### config.mk
export PLATFORM = sky130hd
export DESIGN_NAME = qdriip_axi_traffic_gen
export DESIGN_NICKNAME = d
export VERILOG_FILES = /design/src/rtl/qdriip_axi_traffic_gen.sv
export SDC_FILE = /design/constraint.sdc
export NUM_CORES = 1
export LEC_CHECK = 0
export ABC_AREA = 1
export CORE_ASPECT_RATIO = 0.6
export CORE_MARGIN = 2
export CORE_UTILIZATION = 32
export DETAILED_ROUTE_END_ITERATION = 10
export GPL_TIMING_DRIVEN = 1
export PLACE_DENSITY = 0.63
export SLEW_MARGIN = 10
export SYNTH_ARGS = -nofsm -noshare
export SYNTH_HDL_FRONTEND = slang
export SYNTH_SLANG_ARGS = --single-unit
### constraint.sdc
create_clock -name clk -period 3.5 [get_ports clk]
set_input_delay 0.7 -clock clk [delete_from_list [all_inputs] [get_ports clk]]
set_output_delay 0.7 -clock clk [all_outputs]
set_load 0.02 [all_outputs]
### src/rtl/qdriip_axi_traffic_gen.sv
// AXI4 write-then-read-back traffic generator for QDRII+ memory bring-up.
// Define QDRIIP_TG_FIRST_ERR_EN to capture the address of the first erroring read beat.
module qdriip_axi_traffic_gen #(
  parameter int                        AXI_ADDR_WIDTH = 32,
  parameter int                        AXI_DATA_WIDTH = 64,
  parameter int                        NUM_WRITES     = 16,
  parameter int                        BURST_LEN      = 4,
  parameter logic [AXI_ADDR_WIDTH-1:0] BASE_ADDR      = '0,
  parameter int                        ERR_CNT_WIDTH  = 16
) (
  input  logic                        clk,
  input  logic                        rst_n,
  input  logic                        start,
  input  logic                        pattern_mode,
  input  logic                        loop_en,
  output logic                        busy,
  output logic                        done,
  output logic [ERR_CNT_WIDTH-1:0]    error_counter,
  output logic [ERR_CNT_WIDTH-1:0]    pass_count,
  output logic [AXI_ADDR_WIDTH-1:0]   first_err_addr,
  output logic [AXI_ADDR_WIDTH-1:0]   m_axi_awaddr,
  output logic [7:0]                  m_axi_awlen,
  output logic                        m_axi_awvalid,
  input  logic                        m_axi_awready,
  output logic [AXI_DATA_WIDTH-1:0]   m_axi_wdata,
  output logic [AXI_DATA_WIDTH/8-1:0] m_axi_wstrb,
  output logic                        m_axi_wlast,
  output logic                        m_axi_wvalid,
  input  logic                        m_axi_wready,
  input  logic [1:0]                  m_axi_bresp,
  input  logic                        m_axi_bvalid,
  output logic                        m_axi_bready,
  output logic [AXI_ADDR_WIDTH-1:0]   m_axi_araddr,
  output logic [7:0]                  m_axi_arlen,
  output logic                        m_axi_arvalid,
  input  logic                        m_axi_arready,
  input  logic [AXI_DATA_WIDTH-1:0]   m_axi_rdata,
  input  logic [1:0]                  m_axi_rresp,
  input  logic                        m_axi_rvalid,
  input  logic                        m_axi_rlast,
  output logic                        m_axi_rready
);

  localparam int BYTES      = AXI_DATA_WIDTH / 8;
  localparam int NUM_BURSTS = NUM_WRITES / BURST_LEN;
  localparam int BEAT_W     = $clog2(BURST_LEN + 1);
  localparam int BURST_W    = $clog2(NUM_BURSTS + 1);
  localparam int IDX_W      = $clog2(NUM_WRITES + 1);
  localparam logic [31:0]              LFSR_POLY  = 32'h8020_0003;
  localparam logic [31:0]              LFSR_SEED  = 32'hACE1_0001;
  localparam logic [BEAT_W-1:0]        LAST_BEAT  = BEAT_W'(BURST_LEN - 1);
  localparam logic [BURST_W-1:0]       LAST_BURST = BURST_W'(NUM_BURSTS - 1);
  localparam logic [ERR_CNT_WIDTH-1:0] ERR_MAX    = '1;

  typedef enum logic [2:0] {
    IDLE    = 3'd0,
    WR_ADDR = 3'd1,
    WR_DATA = 3'd2,
    WR_RESP = 3'd3,
    RD_ADDR = 3'd4,
    RD_DATA = 3'd5,
    DONE    = 3'd6
  } state_t;

  state_t                    state_r, state_nxt;
  logic [BURST_W-1:0]        burst_r;
  logic [BEAT_W-1:0]         beat_r;
  logic [31:0]               gen_lfsr_r;
  logic [IDX_W-1:0]          gen_idx_r;
  logic                      mode_r;
  logic                      start_pass_s, loop_pass_s, rd_phase_s, pass_end_s;
  logic                      aw_hs_s, w_hs_s, b_hs_s, ar_hs_s, r_hs_s;
  logic                      last_beat_s, last_burst_s, r_err_s, b_err_s;
  logic [AXI_DATA_WIDTH-1:0] exp_data_s;
  logic [AXI_ADDR_WIDTH-1:0] burst_addr_s;

  // Left-shifting Galois LFSR; feedback from bit 31 into the polynomial taps.
  function automatic logic [31:0] lfsr_next(input logic [31:0] s);
    lfsr_next = {s[30:0], 1'b0} ^ (s[31] ? LFSR_POLY : 32'h0000_0000);
  endfunction

  assign last_beat_s  = (beat_r == LAST_BEAT);
  assign last_burst_s = (burst_r == LAST_BURST);
  assign aw_hs_s      = m_axi_awvalid && m_axi_awready;
  assign w_hs_s       = m_axi_wvalid && m_axi_wready;
  assign b_hs_s       = m_axi_bvalid && m_axi_bready;
  assign ar_hs_s      = m_axi_arvalid && m_axi_arready;
  assign r_hs_s       = m_axi_rvalid && m_axi_rready;
  assign exp_data_s   = mode_r ? {(AXI_DATA_WIDTH/32){gen_lfsr_r}} : AXI_DATA_WIDTH'(gen_idx_r);
  assign burst_addr_s = BASE_ADDR + AXI_ADDR_WIDTH'(burst_r) * AXI_ADDR_WIDTH'(BURST_LEN * BYTES);

  assign m_axi_awaddr = burst_addr_s;
  assign m_axi_araddr = burst_addr_s;
  assign m_axi_awlen  = 8'(BURST_LEN - 1);
  assign m_axi_arlen  = 8'(BURST_LEN - 1);
  assign m_axi_wdata  = exp_data_s;
  assign m_axi_wstrb  = '1;
  assign m_axi_wlast  = last_beat_s;

  // An erroring beat counts once, whatever mix of data, response and rlast faults it carries.
  assign r_err_s = r_hs_s && ((m_axi_rdata != exp_data_s) || (m_axi_rresp != 2'b00) ||
                              (m_axi_rlast != last_beat_s));
  assign b_err_s = b_hs_s && (m_axi_bresp != 2'b00);

  // State register.
  always_ff @(posedge clk or negedge rst_n) begin
    if (!rst_n) begin
      state_r <= IDLE;
    end else begin
      state_r <= state_nxt;
    end
  end

  // Next-state logic and Moore-decoded handshake/status outputs.
  always_comb begin
    state_nxt     = state_r;
    start_pass_s  = 1'b0;
    loop_pass_s   = 1'b0;
    rd_phase_s    = 1'b0;
    pass_end_s    = 1'b0;
    busy          = 1'b1;
    done          = 1'b0;
    m_axi_awvalid = 1'b0;
    m_axi_wvalid  = 1'b0;
    m_axi_bready  = 1'b0;
    m_axi_arvalid = 1'b0;
    m_axi_rready  = 1'b0;
    case (state_r)
      IDLE: begin
        busy = 1'b0;
        if (start) begin
          start_pass_s = 1'b1;
          state_nxt    = WR_ADDR;
        end else begin
          state_nxt = IDLE;
        end
      end
      WR_ADDR: begin
        m_axi_awvalid = 1'b1;
        if (m_axi_awready) state_nxt = WR_DATA;
        else               state_nxt = WR_ADDR;
      end
      WR_DATA: begin
        m_axi_wvalid = 1'b1;
        if (m_axi_wready && last_beat_s) state_nxt = WR_RESP;
        else                             state_nxt = WR_DATA;
      end
      WR_RESP: begin
        m_axi_bready = 1'b1;
        if (m_axi_bvalid && last_burst_s) begin
          rd_phase_s = 1'b1;
          state_nxt  = RD_ADDR;
        end else if (m_axi_bvalid) begin
          state_nxt = WR_ADDR;
        end else begin
          state_nxt = WR_RESP;
        end
      end
      RD_ADDR: begin
        m_axi_arvalid = 1'b1;
        if (m_axi_arready) state_nxt = RD_DATA;
        else               state_nxt = RD_ADDR;
      end
      RD_DATA: begin
        m_axi_rready = 1'b1;
        if (m_axi_rvalid && last_beat_s && last_burst_s) begin
          pass_end_s = 1'b1;
          state_nxt  = DONE;
        end else if (m_axi_rvalid && last_beat_s) begin
          state_nxt = RD_ADDR;
        end else begin
          state_nxt = RD_DATA;
        end
      end
      DONE: begin
        busy = 1'b0;
        done = 1'b1;
        if (loop_en) begin
          loop_pass_s = 1'b1;
          state_nxt   = WR_ADDR;
        end else if (!start) begin
          state_nxt = IDLE;
        end else begin
          state_nxt = DONE;
        end
      end
      default: begin
        busy      = 1'b0;
        state_nxt = IDLE;
      end
    endcase
  end

  // Burst/beat position and the pattern generator shared by the write and read phases.
  always_ff @(posedge clk or negedge rst_n) begin
    if (!rst_n) begin
      burst_r    <= '0;
      beat_r     <= '0;
      gen_lfsr_r <= LFSR_SEED;
      gen_idx_r  <= '0;
      mode_r     <= 1'b0;
    end else begin
      if (start_pass_s) mode_r <= pattern_mode;
      if (start_pass_s || loop_pass_s || rd_phase_s) begin
        gen_lfsr_r <= LFSR_SEED;
        gen_idx_r  <= '0;
        burst_r    <= '0;
      end else begin
        if (w_hs_s || r_hs_s) begin
          gen_lfsr_r <= lfsr_next(gen_lfsr_r);
          gen_idx_r  <= gen_idx_r + IDX_W'(1);
        end
        if ((b_hs_s || (r_hs_s && last_beat_s)) && !last_burst_s) burst_r <= burst_r + BURST_W'(1);
      end
      if (aw_hs_s || ar_hs_s)     beat_r <= '0;
      else if (w_hs_s || r_hs_s)  beat_r <= beat_r + BEAT_W'(1);
    end
  end

  // Saturating error counter and wrapping pass counter, both cleared by a fresh start.
  always_ff @(posedge clk or negedge rst_n) begin
    if (!rst_n) begin
      error_counter <= '0;
      pass_count    <= '0;
    end else begin
      if (start_pass_s) begin
        error_counter <= '0;
        pass_count    <= '0;
      end else begin
        if ((r_err_s || b_err_s) && (error_counter != ERR_MAX))
          error_counter <= error_counter + ERR_CNT_WIDTH'(1);
        if (pass_end_s) pass_count <= pass_count + ERR_CNT_WIDTH'(1);
      end
    end
  end

`ifdef QDRIIP_TG_FIRST_ERR_EN
  logic [AXI_ADDR_WIDTH-1:0] first_err_addr_r;
  logic                      first_err_seen_r;
  logic [AXI_ADDR_WIDTH-1:0] beat_addr_s;

  assign beat_addr_s    = BASE_ADDR + AXI_ADDR_WIDTH'(gen_idx_r) * AXI_ADDR_WIDTH'(BYTES);
  assign first_err_addr = first_err_addr_r;

  // Holds the first erroring read-beat address across looped passes until the next start.
  always_ff @(posedge clk or negedge rst_n) begin
    if (!rst_n) begin
      first_err_addr_r <= '0;
      first_err_seen_r <= 1'b0;
    end else if (start_pass_s) begin
      first_err_addr_r <= '0;
      first_err_seen_r <= 1'b0;
    end else if (r_err_s && !first_err_seen_r) begin
      first_err_addr_r <= beat_addr_s;
      first_err_seen_r <= 1'b1;
    end
  end
`else
  assign first_err_addr = '0;
`endif

endmodule

==> flow_summary.toml <==
[clock_tree]
post_cts_buffers = 0
clock-sinks = 79
root_buffer = "clkbuf_16"
ctsResizeCount = 0
cts_buffer_depth = 2
clk_pin_slew_ns = 0.07
cts_tree = "built"
htreeDepth = 3
cts_hold_buf = 0
clk_latency_ns = 0.34
cts_buffers = 9

[setup_path]
cp.required_ns = 3.78
crit_arrival_ns = 3.14
worstSetupEndpoint = "error_counter[13]"
path_cells = "buf_4 > nand2_2 > nand2_1 > nand2_1 > nor2_1 > nand2_1 > nor2_1 > nand3_1 > nor2_1 > nand2_1 > nand2_1 > nand2_2 > nand2_4 > nand3_1 > nand2_1"
crit_slowest_cell = "dfrtp_2"
crit_type = "register to register"
reg2reg_to = "error_counter[13]"
cp_max_fo = 17
rr_startpoint = "mode_r"
reg2reg_depth = 15
setup.worst_path.end_class = "register"
cpMostUsedCell = "nand2_1"
reg2reg_slack_ns = 0.64
max_stage_delay_ns = 0.55
startpoint_type = "register"
critPathLaunch = "mode_r"

[grt]
grt_use_total_pct = 16.05
grt_max_degree = 55
grt_first_pass_wirelength_um = 27390
antenna_found_initial = 0
grt_overflow = 0
grt_pass1_vias = 5145

[placement]
post-place-ws_ns = 0.4244
place.gp.congestion = 0.8005
portBuffers = 188
dp_hpwl_um = 14240

[power_and_ir_drop]
peakVddDrop_mv = 0.2157
p_int_mw = 2.650
power_frac_clock_pct = 20.3
switchingPower_mw = 2.115
p_leak_nw = 4.157
power_density_nw_per_um2 = 571.0
swShare_pct = 44.39
combPwrFrac_pct = 50.3
seqPwrFrac_pct = 29.3

[sta]
relSlewSlack_pct = 50.97
tns_ns = 0
max_freq_mhz = 349.3
worst_slack_ns = 0.6370
hold_viol = 0
rsz0062_at_grt = "no"
period_share_pct = 81.80
slew_violations = 0
clock_skew_ns = 0.008934
worst_pin_slew_ns = 0.7355
period_needed_ns = 2.863
setup_viol = 0

[final_layout]
final_common_cell = "nand2_1"
finalNetCount = 1171
syn_to_final_growth_pct = 27.68
layout_common_cells = "nand2_1, clkdlybuf4s50_1, inv_1"
antenna_cells = 0
drive_above_1_share_pct = 8.899

[drt]
via_per_inst = 4.279
dr.pass1.iters = 5
ant_nets = 0
drt_wl_total_um = 17840
drt_iter0_drc = 375
wl_per_cell_um = 13.09
num_vias = 5832
drc = 0

[floorplan]
start_util_pct = 32.65
core_um2 = 20020
die-area_um2 = 21620
die_height_um = 114.7
chipWidth_um = 188.5
fp-row-count = 40
ios = 303

[yosys]
ys_seq_area_share_pct = 30.42
yosys.cell_types.count = 41
yosysWarnings = 0
ys_ff_latch = 79
syn_area_um2 = 6536
synth_cells = 926
syn_area_per_cell_um2 = 7.059

[min_path]
hold_class = "primary input to asynchronous set/reset pin"

[run_status]
status = "completed"

[run]
drv_cap = 0
final cells by class:
class	count	area (um2)
Sequential cell	79	1989
Tap cell	273	341.6
Inverter	143	536.8
Fill cell	2103	11670
Clock buffer	11	242.7
Timing Repair Buffer	198	1954
Clock inverter	5	57.56
Multi-Input combinational cell	654	3223
power by group through the flow:
stage	clock (mW)	combinational, mW	sequential (mW)
after floorplan	0	1.71	1.38
after global placement	0	2.39	1.40
after detailed placement	0	2.41	1.41
after CTS	0.991	2.42	1.40
after global routing	1.03	2.64	1.43
final	0.969	2.40	1.40
cells in the mapped netlist:
| library cell | instances | area, um2 |
|---|---|---|
| o21ai_0 | 26 | 130.1 |
| buf_8 | 1 | 15.01 |
| nor3_4 | 2 | 32.53 |
| nand4_1 | 15 | 93.84 |
| nor2_1 | 59 | 221.5 |
| and3_1 | 1 | 6.260 |
| buf_2 | 8 | 40.04 |
| dfstp_2 | 9 | 236.5 |
| inv_2 | 17 | 63.81 |
| a31oi_1 | 1 | 6.260 |
| a21oi_1 | 23 | 115.1 |
| or2_2 | 1 | 6.260 |
| xor2_1 | 9 | 78.83 |
| a22oi_1 | 1 | 7.510 |
| o22ai_1 | 23 | 143.9 |
| buf_4 | 144 | 1081 |
| xnor2_1 | 27 | 236.5 |
| clkinv_1 | 1 | 3.750 |
| nor2_2 | 3 | 18.77 |
| nor4_1 | 4 | 25.02 |
| nand3_1 | 62 | 310.3 |
| nand2_1 | 212 | 795.8 |
| buf_12 | 1 | 20.02 |
| nand2_2 | 23 | 143.9 |
| o21ai_1 | 1 | 5.000 |
| nand2_4 | 10 | 112.6 |
| nor3_2 | 2 | 20.02 |
| ha_1 | 7 | 87.58 |
| nand3b_1 | 5 | 37.54 |
| inv_1 | 125 | 469.2 |
| nor2_4 | 1 | 11.26 |
| nand3_2 | 1 | 10.01 |
| nand4_4 | 1 | 21.27 |
| o211ai_1 | 2 | 15.01 |
| conb_1 | 2 | 7.510 |
| clkbuf_1 | 3 | 11.26 |
| buf_6 | 3 | 33.78 |
| dfrtp_1 | 70 | 1752 |
| nor3_1 | 13 | 65.06 |
| buf_1 | 2 | 7.510 |
| o31ai_1 | 5 | 37.54 |
metal layers:
metal	GRT usage, %	vias up	part of all wire (%)
li1	-	2955	-
met1	25.40	2659	52
met2	21.23	207	40
met3	4.260	11	7.5
met4	3.229	0	0.77
met5	0	-	0
cells by family after synthesis:
logic type | share of synthesized area, %
XOR/XNOR | 4.824
flip-flops | 30.42
adder cells (fa/ha/maj) | 1.340
buffers and inverters | 26.70
AND/OR/NAND/NOR | 29.56
AO/OA/AOI/OAI | 7.044
other | 0.1149
critical path, delay by kind of cell (launching register included):
family        cells  cell delay, ns
buf+inv           1            0.30
flops             1            0.55
simple gates     14            1.94
flip-flops by register name, summed over array words and instances (netlist names):
name           cells
state_r            3
pass_count        16
mode_r             1
gen_lfsr_r        32
burst_r            3
gen_idx_r          5
error_counter     16
beat_r             3
per-stage QoR:
stage / utilization [%] / hold WS (ns) / std cells / total power [mW] / area (um2)
after floorplan: - / 0.4044 / 1038 / 3.091 / 6957
after global placement: 40.19 / 0.4937 / 1347 / 3.791 / 8045
after detailed placement: 40.19 / 0.4993 / 1347 / 3.825 / 8045
after CTS: 41.69 / 0.4466 / 1363 / 4.811 / 8346
after global routing: 41.69 / 0.4783 / 1363 / 5.111 / 8346
final: 41.69 / 0.4093 / 1363 / 4.765 / 8346
how the worst min path moves through the flow:
stage,to,startpoint,cells past startpoint
final,error_counter[14],rst_n,1
after global routing,error_counter[14],rst_n,1
after CTS,error_counter[14],rst_n,1
after detailed placement,beat_r[1],beat_r[1],2
after global placement,beat_r[1],beat_r[1],2
after floorplan,beat_r[0],rst_n,0
No activity file was read; power rests on OpenSTA's default activity.
